`src/rtl/formula_1_arg_pacer.sv`:
```
// Argument pacer for the formula 1 FSM: buffers (a,b,c) triples and releases them as
// single-cycle pulses at least GAP cycles apart. Optional macro: FORMULA_1_ARG_PACER_BYPASS_EN.
module formula_1_arg_pacer #(
    parameter int DEPTH = 4,
    parameter int GAP   = 19
) (
    input  logic                       clk,
    input  logic                       rst,
    input  logic                       up_vld,
    output logic                       up_rdy,
    input  logic [31:0]                up_a,
    input  logic [31:0]                up_b,
    input  logic [31:0]                up_c,
    output logic                       arg_vld,
    output logic [31:0]                a,
    output logic [31:0]                b,
    output logic [31:0]                c,
    output logic [$clog2(DEPTH+1)-1:0] fill
);
    localparam int AW = $clog2(DEPTH);
    localparam int CW = $clog2(DEPTH+1);
    localparam int GW = (GAP > 1) ? $clog2(GAP) : 1;

    typedef struct packed {
        logic [31:0] a;
        logic [31:0] b;
        logic [31:0] c;
    } triple_t;

    triple_t        mem [DEPTH];
    logic [AW-1:0]  wr_ptr;
    logic [AW-1:0]  rd_ptr;
    logic [CW-1:0]  cnt;
    logic [GW-1:0]  gap_cnt;
    logic           accept;
    logic           bypass;
    logic           push;
    logic           pop;
    logic           emit;
    triple_t        up_data;

    assign up_rdy  = (cnt != CW'(DEPTH));
    assign fill    = cnt;
    assign accept  = up_vld && up_rdy;
    assign up_data = '{a: up_a, b: up_b, c: up_c};

`ifdef FORMULA_1_ARG_PACER_BYPASS_EN
    // Idle pacer with an expired gap hands the triple straight to the outputs.
    assign bypass = (cnt == '0) && (gap_cnt == '0) && up_vld;
`else
    assign bypass = 1'b0;
`endif

    assign pop  = (cnt != '0) && (gap_cnt == '0);
    assign push = accept && !bypass;
    assign emit = pop || bypass;

    always_ff @(posedge clk) begin
        if (push)
            mem[wr_ptr] <= up_data;
    end

    always_ff @(posedge clk or negedge rst) begin
        if (!rst) begin
            wr_ptr  <= '0;
            rd_ptr  <= '0;
            cnt     <= '0;
            gap_cnt <= '0;
            arg_vld <= 1'b0;
            a       <= '0;
            b       <= '0;
            c       <= '0;
        end else begin
            if (push)
                wr_ptr <= wr_ptr + AW'(1);
            if (pop)
                rd_ptr <= rd_ptr + AW'(1);
            cnt <= cnt + CW'(push) - CW'(pop);

            // Counter keeps running while empty so a late triple goes out with no extra wait.
            if (emit)
                gap_cnt <= GW'(GAP - 1);
            else if (gap_cnt != '0)
                gap_cnt <= gap_cnt - GW'(1);

            arg_vld <= emit;
            if (bypass) begin
                a <= up_a;
                b <= up_b;
                c <= up_c;
            end else if (pop) begin
                a <= mem[rd_ptr].a;
                b <= mem[rd_ptr].b;
                c <= mem[rd_ptr].c;
            end
        end
    end
endmodule

```
`config.mk`:
```
export PLATFORM = sky130hd
export DESIGN_NAME = formula_1_arg_pacer
export DESIGN_NICKNAME = d
export VERILOG_FILES = /design/src/rtl/formula_1_arg_pacer.sv
export SDC_FILE = /design/constraint.sdc
export NUM_CORES = 1
export LEC_CHECK = 0
export BUFFER_PORTS_ARGS = -buffer_cell sky130_fd_sc_hd__buf_2
export CORE_MARGIN = 1.5
export CORE_UTILIZATION = 58
export CTS_CLUSTER_DIAMETER = 80
export DETAILED_ROUTE_END_ITERATION = 12
export GPL_TIMING_DRIVEN = 0
export PLACE_DENSITY = 0.78
export SLEW_MARGIN = 25
export SYNTH_ARGS = -nofsm -noshare
export SYNTH_HDL_FRONTEND = slang
export SYNTH_SLANG_ARGS = --single-unit
```
`constraint.sdc`:
```
create_clock -name clk -period 3.85 [get_ports clk]
set_input_delay 0.5775 -clock clk [delete_from_list [all_inputs] [get_ports clk]]
set_output_delay 0.5775 -clock clk [all_outputs]
set_load 0.01 [all_outputs]
```
==> run metrics <==
status=complete, no violations; sequential cell area=14300 um^2; hold crit path type=primary input to flip-flop; GR Util All Layers=about a fifth; Worst Path Arrival=3590 ps; Pre-Repair DR Iteration Count=6; Pwr Density=791 nW/um^2; Net Sw Power=4.58 mW; P_int=12.4 mW; Netlist cell types=28; Slew Limit Headroom=52.2%; DRC=0; CP peak stage delay=520 ps; Worst Path Required=4300 ps; clock network power share=28.1%; non-filler cells, final=1458; fmax=approximately 320 MHz; grt ovf=0; kind of start point of the critical path=flip-flop; gpl congestion=0.691; Num CTS Buffers=48; hold_ws=255 ps; number of max-cap violations=0; RSZ-0062 raised after global routing=no; Peak VDD IR=0.479 mV; drt total wl=33100 um; cell count of the worst reg-to-reg path=12; setup violators final=0; fin util=70.1%; num rows=64; antenna violations before repair=4; Mapped Avg Cell Area=23.7 um^2; Syn Nets=between 800 and 900; Starting DRT DRC Count=560; Root Driver=clkbuf_16; Final Slew Violations=0; Layout area overhead=18.9%; Seq pwr share=45.6%; YS warnings=0; Final Hold Fails=0; Overall Power=around 17 mW; Bufs and invs on worst path=4; Post-synth EDFFs=384; post-synthesis instance area=around 18000 um^2; die width=approximately 180 um; Fin Clk Skew=10.1 ps; class of the most critical setup path=flip-flop to flip-flop; Place WS=679 ps; setup slack after layout=715 ps; starting density of the core=58.9%; cell family with most CP delay=adder cells; via count=8339; Worst setup EP type=flip-flop; asr flop ratio synth=22.1%; I/O Buffers=199; Synth Flop Type=edfxtp_1; Slew @ Worst Pin=718 ps; Placed Instances=1366; clock latency on the worst-skew pair=530 ps; Filler Cell Count=1864; Gate power share=about a quarter; clk sinks=around 490; Leak=7.75 nW; Routed Antenna Nets=0; Worst-path clk slew=60 ps; largest net degree at the start of global routing=64; Die Area=32200 um^2; sequential-to-total area share from yosys stat=79.1%; Cells after Synth=roughly 760; WHS Path Cells=1; first-pass GRT wire length=50200 um; Vert. Die Dim=179 um; Crit path depth=12; Tmin final=roughly 3100 ps; Clock Path Buffers=3; register bit total from synthesis=around 490; dpl hpwl=20200 um; I/O Pins=200; layout cells sized above 1=46.6%; period utilisation layout=81.4%; Total Nets Final=around 1.1k; Avg WL per Cell=~23 um; Most common cell on crit path=ha_1; CTS tree=done; switch share=27.0%; master of the slowest instance on the critical path=or4b_4; Post-CTS Setup Bufs=0; Crit Path Max Fanout=11; H-tree depth=2; vias per cell=around 5.7; critical path, cell by cell=inv_1, ha_1, or4b_4, nor2_4, buf_6, buf_6, ha_1, inv_1, ha_1, fa_1, xnor2_1, xnor2_1; core area=30600 um^2; multi-input logic area=between 3000 and 4000 um^2; vias in the first global route=8794
-- sequential cells by signal, indices dropped and copies added, names as in the netlist --
name,flops
a,32
arg_vld,1
b,32
c,32
fill,3
gap_cnt,5
mem,384
rd_ptr,2
wr_ptr,2
-- area by class of cell --
| cell class | instances | share of cell area (%) |
|---|---|---|
| well taps | 396 | 2.31 |
| flip-flops and latches | 493 | 66.5 |
| inverters | 8 | 0.140 |
| multi-input cells | 229 | 16.7 |
| clock buffers | 67 | 6.31 |
| diodes | 3 | 0.0350 |
| plain buffers | 32 | 0.852 |
| clock inverters | 21 | 1.27 |
| repair buffers | 209 | 5.89 |
-- layout by cell type, fill, tap and decap left out, types with 2 or more instances in the layout --
cell / n
dfrtp_1: 109
ha_1: 7
inv_1: 8
clkbuf_1: 21
mux4_2: 96
nor2_1: 3
mux2i_1: 2
mux2_1: 3
buf_6: 2
xnor2_1: 4
and3_4: 4
clkbuf_16: 49
nand2_1: 3
buf_16: 9
xor2_1: 2
clkbuf_8: 6
clkinv_1: 8
mux2_2: 94
clkinv_2: 5
bufinv_16: 7
diode_2: 3
buf_4: 9
nor3_1: 2
edfxtp_1: 384
buf_2: 209
-- cell usage after synthesis, drive strengths merged (2+ instances only) --
master  count  area share, %
mux4       96             12
mux2i       2           0.11
nor3        2          0.056
nand2       3          0.062
xnor2       4           0.19
buf        23           0.83
nor2        4           0.12
edfxtp    384             64
ha          7           0.49
mux2       97            6.1
dfrtp     109             15
and3        4           0.14
xor2        2          0.097
inv         8           0.17
clkbuf      9           0.19
-- metal layers --
metal  vias to the layer above  track usage [%]  routed length (um)
met5                         -                0                  41
met4                         6             5.06                 657
met3                        62             5.56                2330
met2                       234             35.1               16400
met1                      4385             28.2               13700
li1                       3652                -                   -
-- what timing repair did --
action                                 4_1_cts  5_1_grt
hold buffers                                 1        0
gates resized for setup                      0        0
endpoints found under the hold margin       46        0
-- per-stage QoR --
| step | TNS [ps] | area (um^2) |
|---|---|---|
| 2_1_floorplan | 0 | 18000 |
| 6_report | 0 | 21400 |
| 3_5_place_dp | 0 | 19800 |
| 5_1_grt | 0 | 21400 |
| 3_3_place_gp | -478290 | 19500 |
| 4_1_cts | 0 | 21400 |
-- worst reg2reg max path, cell delays in order (launching register included) --
cell	delay (ps)
dfrtp_1	400
inv_1	70
ha_1	220
or4b_4	520
nor2_4	360
buf_6	230
buf_6	180
ha_1	140
inv_1	40
ha_1	190
fa_1	410
xnor2_1	170
xnor2_1	130
-- power groups by stage --
stage / Clock, mW / Sequential (mW) / Combinational (mW)
4_1_cts: 4.86 / 7.76 / 4.57
3_3_place_gp: 0 / 7.94 / 4.26
5_1_grt: 5.06 / 7.89 / 4.86
6_report: 4.76 / 7.74 / 4.46
2_1_floorplan: 0 / 8.07 / 2.65
3_5_place_dp: 0 / 7.84 / 4.55
-- logic make-up (layout without fill, tap and decap cells) --
family,after synthesis,count (layout),share of synthesized area [%]
AO/OA/AOI/OAI,2,2,0.0694
AND/OR/NAND/NOR,18,18,0.631
XOR/XNOR,6,6,0.291
other,0,3,0
multiplexers,195,195,18.2
adder cells (fa/ha/maj),8,8,0.597
buffers and inverters,40,337,1.18
flip-flops,493,493,79.1
-- worst paths after layout --
| kind | from | end | slack (ps) |
|---|---|---|---|
| max in group asynchronous | rst | b[8]$_DFFE_PN0P_ | 2550 |
| setup reg to reg | gap_cnt[0]$_DFFE_PN0P_ | fill[2]$_DFF_PN0_ | 720 |
| min in group asynchronous | rst | a[0]$_DFFE_PN0P_ | 560 |
| setup / recovery | gap_cnt[0]$_DFFE_PN0P_ | fill[2]$_DFF_PN0_ | 720 |
| hold reg to reg | a[7]$_DFFE_PN0P_ | a[7]$_DFFE_PN0P_ | 500 |
| hold / removal | up_c[27] | mem[0][27]$_DFFE_PP_ | 250 |
(Power assumes the default switching activity.)
